===== src/rtl/booth_mac_acc.sv =====
// booth_mac_acc: sums COUNT signed Booth products into one frame result; valid/ready on both sides.
// Define SATURATE_EN for clamped arithmetic with a sticky per-frame ovf flag (default: wrap, ovf=0).
module booth_mac_acc #(
  parameter int PW    = 8,
  parameter int AW    = 16,
  parameter int COUNT = 4
) (
  input  logic          clk,
  input  logic          rst,
  input  logic          clr,
  input  logic [PW-1:0] in_p,
  input  logic          in_valid,
  output logic          in_ready,
  output logic [AW-1:0] out_sum,
  output logic          out_valid,
  input  logic          out_ready,
  output logic          ovf
);

  localparam int CW = (COUNT > 1) ? $clog2(COUNT) : 1;
  localparam logic [CW-1:0] LAST = CW'(COUNT - 1);

  typedef enum logic {ACC, HOLD} state_t;

  state_t        r_state;
  logic [AW-1:0] r_acc;
  logic [CW-1:0] r_cnt;
  logic [AW-1:0] r_sum;
  logic          r_out_valid;

  logic [AW-1:0] w_ext;
  logic [AW-1:0] w_sum;
  logic          w_accept;
  logic          w_final;

  assign in_ready  = (r_state == ACC) && !clr;
  assign w_accept  = in_valid && in_ready;
  assign w_final   = w_accept && (r_cnt == LAST);
  assign w_ext     = AW'($signed(in_p));
  assign out_sum   = r_sum;
  assign out_valid = r_out_valid;

`ifdef SATURATE_EN
  localparam logic [AW-1:0] MAXV = {1'b0, {(AW-1){1'b1}}};
  localparam logic [AW-1:0] MINV = {1'b1, {(AW-1){1'b0}}};

  logic [AW:0] w_wide;
  logic        w_clamp;
  logic        r_sticky;
  logic        r_ovf;

  // One guard bit: the two top bits disagree exactly when the signed add overflowed.
  assign w_wide  = {r_acc[AW-1], r_acc} + {w_ext[AW-1], w_ext};
  assign w_clamp = w_wide[AW] ^ w_wide[AW-1];
  assign w_sum   = !w_clamp ? w_wide[AW-1:0] : (w_wide[AW] ? MINV : MAXV);
  assign ovf     = r_ovf;

  always_ff @(posedge clk) begin
    if (rst || clr) begin
      r_sticky <= 1'b0;
      r_ovf    <= 1'b0;
    end else if (w_final) begin
      r_ovf    <= r_sticky | w_clamp;
      r_sticky <= 1'b0;
    end else if (w_accept) begin
      r_sticky <= r_sticky | w_clamp;
    end
  end
`else
  assign w_sum = r_acc + w_ext;
  assign ovf   = 1'b0;
`endif

  always_ff @(posedge clk) begin
    if (rst) begin
      r_state     <= ACC;
      r_acc       <= '0;
      r_cnt       <= '0;
      r_sum       <= '0;
      r_out_valid <= 1'b0;
    end else if (clr) begin
      // Abort drops any pending result but leaves out_sum at its last value.
      r_state     <= ACC;
      r_acc       <= '0;
      r_cnt       <= '0;
      r_out_valid <= 1'b0;
    end else if (w_final) begin
      r_sum       <= w_sum;
      r_out_valid <= 1'b1;
      r_acc       <= '0;
      r_cnt       <= '0;
      r_state     <= HOLD;
    end else if (w_accept) begin
      r_acc       <= w_sum;
      r_cnt       <= r_cnt + CW'(1);
    end else if (r_state == HOLD && out_ready) begin
      r_out_valid <= 1'b0;
      r_state     <= ACC;
    end
  end

endmodule


===== config.mk =====
export PLATFORM = sky130hd
export DESIGN_NAME = booth_mac_acc
export DESIGN_NICKNAME = d
export VERILOG_FILES = /design/src/rtl/booth_mac_acc.sv
export SDC_FILE = /design/constraint.sdc
export NUM_CORES = 1
export LEC_CHECK = 0
export BUFFER_PORTS_ARGS = -buffer_cell sky130_fd_sc_hd__buf_2
export CAP_MARGIN = 20
export CORE_MARGIN = 4
export CORE_UTILIZATION = 51
export DETAILED_ROUTE_END_ITERATION = 8
export PLACE_DENSITY = 0.76
export SYNTH_ARGS = -nofsm -noshare
export SYNTH_HDL_FRONTEND = slang
export SYNTH_SLANG_ARGS = --single-unit
export TNS_END_PERCENT = 50

===== constraint.sdc =====
create_clock -name clk -period 2.2 [get_ports clk]
set_input_delay 0.22 -clock clk [delete_from_list [all_inputs] [get_ports clk]]
set_output_delay 0.22 -clock clk [all_outputs]
set_load 0.02 [all_outputs]

==> After elaboration in Yosys (flattened, before gate mapping) <==
Cells that the tools add are included.
{ "op_classes": {"n_mul": 0, "addsub": 2, "n_div": 0, "n_shift": 0, "order_cmp": 0, "n_reduce_logical": 10, "muxes": 3, "n_eq_ne": 2, "n_bitwise": 2} }
{ "ops": {"columns": ["op", "n"], "rows": [
  ["16-bit adder", 1],
  ["1-bit logical AND", 4],
  ["2-bit AND reduction", 2],
  ["1-bit 2-to-1 mux", 3],
  ["3-bit OR reduction", 1],
  ["2-bit by 1-bit adder with 2-bit output, second input constant", 1],
  ["2-bit == test, second input constant", 1],
  ["2-bit by 1-bit inequality test with 1-bit output, second input constant", 1],
  ["1-bit NOT", 2],
  ["2-bit nonzero test", 1],
  ["2-bit OR reduction", 1],
  ["1-bit zero test", 1]
]} }
{ "totals": {"ram_bits": 0, "output_inout_bits": 19, "wordCells": 23, "latch_bits": 0, "input_bits": 13, "mem_count": 0, "ff_bits": 35, "rom_bits": 0} }

==> Logic depth before layout (Yosys ltp) <==
Gate-level depths: netlist of the first run.
{ "depth": {"ltp_word": 6, "mapped_depth": 8, "ltp_nobuf": 8} }

==> Worst setup path after synthesis of the first run <==
No wires, ideal clock.
{ "synth_timing": {"kind": "register to register", "startpoint": "register r_acc[0]", "endpoint": "register r_acc[14]", "t_arrival_ns": 2.122, "n_path_buf": 0, "required_time_ns": 2.138, "path_stages_with_launch": 9, "slack_ns": 0.016, "setup_ns": 0.062, "period_less_slack_ns": 2.184, "path_cell_list": "dfxtp_1 -> ha_1 -> fa_1 -> a21oi_2 -> o211a_1 -> o31ai_2 -> a311o_1 -> or3_1 -> nand3_1"} }
{ "synth_between": {"elab_chain_len": 1} }
{ "synth_rtl": {"columns": ["item", "line_no", "text"], "rows": [
  ["start, declared", "26", "logic [AW-1:0] r_acc;"],
  ["start signal, assigned", "94", "r_acc <= w_sum;"],
  ["16-bit adder", "70", "assign w_sum = r_acc + w_ext;"]
]} }
Every way passes these cells.
A chain may end at the register's enable or synchronous reset.

==> Worst setup path after layout of the first run <==
Same ends and word-level chain as after synthesis.

==> impl_results.md, run 1 <==
- RePlAce Congestion: 0.9093
- Site row count: 23
- Finished Layout Cells: 350
- Sequential Area: 701.9 sq um
- Fin area: 0.002536 sq mm
- MaxCap Viol Count: 0
- Post-synth EDFFs: 0
- Initial core utilization: 52.61%
- PwrDens: 571.6 mW/mm^2
- Largest net degree at the start of global routing: 24
- Setup violators final: 0
- Sw Ratio: 26.17%
- I/O pin total: 32
- Chip width: 72.01 um
- Share of cells above drive strength 1: 24.67%
- Post-placement cell count: 340
- Max Clk Rate: 0.4584 GHz
- Post-synth top area share: 33.53%
- Clock root buffer: clkbuf_8
- H-tree depth: 2
- Hold buffers post-CTS: 0
- Die Height: 72.01 um
- Post-synth ARST share: 0%
- Clock Power Share: 39.9%
- Crit path buf inv count: 0
- Final period utilization: 99.16%
- First-pass GRT wire length: 7.824 mm
- Most common cell in the netlist: nand2_1
- VDD IR max: 0.0004205 V
- # fillers: 354
- Initial antenna violation count: 0
- Critical R2R Capture: r_acc[14]$_SDFFE_PP0P_
- Worst Hold Path EP: out_valid$_SDFFE_PP0P_
- Worst r2r src: r_acc[0]$_SDFFE_PP0P_
- Via count: 1946
- Max clock buf depth: 2
- Final slew viol count: 0
- Routed length per instance: 14.15 um
- Sw Pwr: 0.3794 mW
- Internal power: 1.070 mW
- Mapped Area: 0.002090 sq mm
- Global route overflow: 0
- Worst Path Max Fanout: 4
- Fin. Hold Viols: 0
- Worst Setup SP: r_acc[0]$_SDFFE_PP0P_
- Comb power frac: 15.4%
- Synth Area per Inst: 8.226 sq um
- Die area: 0.005185 sq mm
- Initial DRC count: 146
- IO Port Bufs: 30
- Nets@finish: 329
- CP max stage delay: 0.39 ns
- Detailed Route WL: 4.951 mm
- Synth unique cells: 52
- WS Path Type: reg2reg
- Vias in the first global route: 1804
- CTS sink cnt: 35
- Tightest Hold Check Type: in2reg
- Dpl hpwl: 3.556 mm
- Register area share after synthesis: 33.53%
- Final Skew: 0.004742 ns
- R2R cell count: 8
- Req. time, crit path: 2.43 ns
- Final Util: 63.86%
- Commonest cells post-synth: 52 x nand2_1, 35 x dfxtp_1, 31 x a21oi_1
- Post-route ant nets: 0
- WP data arrival: 2.41 ns
- Area leader, netlist: dfxtp_1
- All-layer global routing usage: 19.09%
- # DRC: 0
- Total nets after synthesis: 284
- Ant. Diodes: 0
- Synth warnings: 0
- Hold Startpoint: clr
- Minimum clock period: 2.181 ns
- Leakage: 1.108 nW
- CTS tree: built
- Clk_lat worst skew: 0.28 ns
- Top_reg_cell synth: dfxtp_1
- Reg clk slew, reported paths: 0.08 ns
- Core area: 0.003971 sq mm
- RSZ-0062 raised after global routing: yes
- Area contributors post-synth: dfxtp_1 34%, ha_1 9.6%, nand2_1 9.3%
- Fraction of power consumed by sequential logic: 44.6%
- Seq cells post-synth: 35
- CP delay by family, top: compound AO/OA/AOI/OAI gates
- Critical path cell sequence: ha_4, fa_2, a21oi_2, o211a_1, o31ai_2, a311o_1, or3_1, nand3_1
- Crit start category: flop
- Status: finished, final reports clean
- Register-to-register setup slack: 0.02 ns
- DRT Pass-1 Iters: 4
- Worst path slowest cell: fa_2
- Total placed instance area: 0.002379 sq mm
- Num CTS Buffers: 5
- Hold path depth: 2
- Post-synthesis cell count: 254
- Critical Path End Type: flop
- Area growth syn-to-layout: 21.38%
- Via density: 5.560
- Footprint of the multi-input gates: 0.001351 sq mm
## power by group through the flow
stage,clock network (mW),logic (mW),registers [mW]
floorplan,0,0.142,0.660
global placement,0,0.211,0.661
detailed placement,0,0.214,0.662
CTS,0.592,0.218,0.647
global route,0.607,0.248,0.648
finish,0.579,0.224,0.647
## cell usage in the layout, fill, tap and decap left out, drive strengths merged, types with 2 or more instances in the layout
cell type   n
o21a        4
mux2i       3
inv         6
dfxtp      35
o21bai      2
o21ai       7
nand2      54
buf        48
nor3b       2
and2        6
nand2b      3
xor2        4
and3        2
o31ai       4
a21oi      33
nand3b      2
clkinv      2
a21o        3
clkbuf      5
a211oi      3
ha         16
a31oi       4
xnor2       7
nor3        9
o211ai      2
nor2        9
nand3       9
a211o       2
## stage by stage
step / setup slack (ns) / hold WS [ns] / power [mW] / setup TNS (ns)
detailed placement: -0.1247 / 0.4448 / 0.8755 / -0.2626
CTS: 0.004068 / 0.1377 / 1.456 / 0
finish: 0.01859 / 0.1450 / 1.450 / 0
global route: -0.1219 / 0.1422 / 1.503 / -0.3448
global placement: -0.09099 / 0.4349 / 0.8726 / -0.1365
floorplan: 0.01624 / 0.2993 / 0.8023 / 0
## worst max path at each step
stage,to,slack (ns),cells past startpoint
final,r_acc[14]$_SDFFE_PP0P_,0.02,8
after global routing,r_acc[14]$_SDFFE_PP0P_,-0.12,8
after CTS,r_acc[14]$_SDFFE_PP0P_,0.004,8
after detailed placement,r_acc[14]$_SDFFE_PP0P_,-0.12,9
after global placement,r_acc[14]$_SDFFE_PP0P_,-0.09,9
after floorplan,r_acc[14]$_SDFFE_PP0P_,0.02,8
## repair_timing
item	in CTS	in global routing
resized for setup	0	7
setup endpoints to repair	2	8
endpoints found under the hold margin	0	0
buffers inserted	1	1
pin swaps	2	6
## final cells by class
type / instances / area share (%)
Clock buffer: 5 / 2.713
Multi-Input combinational cell: 203 / 53.28
Sequential cell: 35 / 27.68
Tap cell: 50 / 2.467
Clock inverter: 3 / 1.727
Timing Repair Buffer: 48 / 11.25
Inverter: 6 / 0.8880
## per-layer routing
| layer | global-route usage [%] | wire (um) | vias up |
|---|---|---|---|
| met2 | 32.76 | 2388 | 37 |
| li1 | - | - | 989 |
| met5 | 0 | 0 | - |
| met1 | 22.99 | 2229 | 907 |
| met4 | 8.142 | 144 | 0 |
| met3 | 4.155 | 188 | 13 |
## sequential cells by signal, summed over array words and instances, names as in the netlist
register,count
out_sum,16
out_valid,1
r_acc,16
r_cnt,2
## kinds of logic after synthesis
logic type                 after synthesis  share of synthesized area, %
muxes                                    3                         1.437
and+or+nand+nor                        100                         22.87
DFF                                     35                         33.53
adders and majority gates               17                         10.54
buffers and inverters                   16                         3.174
xor gates and xnor gates                12                         5.748
AOI/OAI and AO/OA                       70                         22.51
other                                    1                        0.1795
(Power assumes the default switching activity.)
==> run 2, diff against run 1 <==
- REMOVE_ABC_BUFFERS: default -> 1
==> impl_results.md, run 2 (synthesis results as in run 1) <==
- Fraction of power consumed by sequential logic: 41.6% (-3.0 points)
- Minimum clock period: 2.212 ns (+0.03102 ns)
- Final slew viol count: 0 (unchanged)
- Critical Path End Type: flop
- Worst Setup SP: r_acc[0]$_SDFFE_PP0P_
- Initial core utilization: 52.61% (unchanged)
- Internal power: 1.187 mW (+11%)
- Num CTS Buffers: 5 (unchanged)
- Leakage: 1.116 nW (+0.71%)
- Hold path depth: 2 (unchanged)
- H-tree depth: 2 (unchanged)
- Crit start category: flop
- Final period utilization: 100.6% (+1.4 points)
- Req. time, crit path: 2.44 ns (about the same)
- Critical path cell sequence: ha_4, fa_2, a21oi_2, o211a_1, o31ai_2, a311o_1, or3_1, nand3_1
- Most common cell after layout, fill and taps aside: nand2_1
- Via count: 1924 (-1.1%)
- Dpl hpwl: 3.527 mm (-0.79%)
- Sw Pwr: 0.3697 mW (-2.6%)
- Power after layout: 1.556 mW (+7.3%)
- Register-to-register setup slack: -0.01 ns (-0.03 ns)
- Clk_lat worst skew: 0.29 ns (about the same)
- Area growth syn-to-layout: 23.35%
- PwrDens: 603.8 mW/mm^2 (+5.6%)
- CTS tree: built
- Via density: 5.497 (-1.1%)
- RSZ-0062 raised after global routing: yes
- RePlAce Congestion: 0.9118 (+0.27%)
- Total placed instance area: 0.002386 sq mm (+0.32%)
- Ant. Diodes: 0 (unchanged)
- Worst slack, placed: -0.1388 ns (-0.01408 ns)
- Worst Hold Path EP: out_valid$_SDFFE_PP0P_
- Post-route ant nets: 0 (unchanged)
- Clock Power Share: 44.2% (+4.3 points)
- Share of cells above drive strength 1: 24.67% (unchanged)
- MaxCap Viol Count: 0 (unchanged)
- Failing checks: setup timing
- DRT Pass-1 Iters: 4 (unchanged)
- Status: complete, but fails checks
- Die Height: 72.01 um (unchanged)
- Die area: 0.005185 sq mm (unchanged)
- Fin. Hold Viols: 0 (unchanged)
- VDD IR max: 0.0004420 V (+5.1%)
- Initial antenna violation count: 0 (unchanged)
- Chip width: 72.01 um (unchanged)
- Routed length per instance: 13.89 um (-1.8%)
- Tightest Hold Check Type: in2reg
- Max clock buf depth: 2 (unchanged)
- All-layer global routing usage: 19.81% (+0.72 points)
- Core area: 0.003971 sq mm (unchanged)
- WHS: 0.1465 ns (+0.001495 ns)
- Vias in the first global route: 1824 (+1.1%)
- Reg clk slew, reported paths: 0.07 ns (about the same)
- Comb power frac: 14.2% (-1.2 points)
- Fin area: 0.002577 sq mm (+1.6%)
- Max Clk Rate: 0.4520 GHz (-1.4%)
- WP data arrival: 2.45 ns (+0.04 ns)
- Detailed Route WL: 4.861 mm (-1.8%)
- Sw Ratio: 23.76% (-2.4 points)
- I/O pin total: 32 (unchanged)
- Final Util: 64.90% (+1.0 points)
- Initial DRC count: 66 (-55%)
- Worst Path Max Fanout: 4 (unchanged)
- R2R cell count: 8 (unchanged)
- Worst r2r src: r_acc[0]$_SDFFE_PP0P_
- Critical R2R Capture: r_acc[14]$_SDFFE_PP0P_
- WS Path Type: reg2reg
- # DRC: 0 (unchanged)
- IO Port Bufs: 30 (unchanged)
- Nets@finish: 329 (unchanged)
- Final WS setup: -0.01244 ns (-0.03102 ns)
- Most frequent cells in the layout: 52 x nand2_1, 34 x dfxtp_1, 30 x a21oi_1, 30 x buf_2, 18 x buf_4
- Largest net degree at the start of global routing: 24 (unchanged)
- CTS sink cnt: 35 (unchanged)
- Worst path slowest cell: fa_2
- First-pass GRT wire length: 8.176 mm (+4.5%)
- Hold Startpoint: clr
- Setup violators final: 1 (+1)
- Hold buffers post-CTS: 0 (unchanged)
- Site row count: 23 (unchanged)
- # fillers: 346 (-2.3%)
- Global route overflow: 0 (unchanged)
- CP max stage delay: 0.39 ns (about the same)
- Clock root buffer: clkbuf_8
- Final Skew: 0.005189 ns (+0.0004471 ns)
run 2: area by class of cell:
cell class	count	area [sq um]	area share [%]
flip-flops and latches	35	701.9	27.23
clock inverters	3	67.56	2.621
clock buffers	5	68.82	2.670
multi-input cells	203	1369	53.11
repair buffers	48	285.3	11.07
well taps	50	62.56	2.427
inverters	6	22.52	0.8738
run 2: power by group through the flow:
stage | Clock [mW] | Sequential (mW) | Combinational (mW)
detailed placement | 0 | 0.662 | 0.211
global placement | 0 | 0.661 | 0.207
CTS | 0.707 | 0.647 | 0.213
floorplan | 0 | 0.660 | 0.134
finish | 0.688 | 0.648 | 0.220
global route | 0.734 | 0.648 | 0.244
run 2: worst max-delay path by stage:
stage / end / slack [ns]
after global placement: r_acc[14]$_SDFFE_PP0P_ / -0.10
after detailed placement: r_acc[14]$_SDFFE_PP0P_ / -0.14
after floorplan: r_acc[14]$_SDFFE_PP0P_ / 0.02
final: r_acc[14]$_SDFFE_PP0P_ / -0.01
after CTS: r_acc[14]$_SDFFE_PP0P_ / 0.01
after global routing: out_sum[14]$_SDFFE_PP0P_ / -0.1
run 2: timing repair:
| item | CTS | global route |
|---|---|---|
| pin swaps | 3 | 6 |
| buffers inserted | 1 | 0 |
| setup endpoints to repair | 2 | 7 |
| endpoints found under the hold margin | 0 | 0 |
| cloned | 0 | 0 |
| resized for setup | 0 | 8 |
run 2: layer usage:
layer / share of wire (%) / global-route usage, % / vias to the layer above
met5: 0 / 0 / -
met4: 1.1 / 6.263 / 0
met3: 3.7 / 4.155 / 6
met2: 49 / 35.61 / 28
met1: 46 / 23.49 / 901
li1: - / - / 989
run 2: worst max-delay path, delay by kind of cell (launching register included):
family          cells  cell delay [ns]
compound gates      4             0.86
fa+ha+maj           2             0.55
simple gates        2             0.40
flops               1             0.34
run 2: stage by stage:
step,TNS [ns],cells
4_1_cts,0,350
5_1_grt,-0.1866,350
3_5_place_dp,-0.2741,341
2_1_floorplan,0,244
6_report,-0.01244,350
3_3_place_gp,-0.1547,341
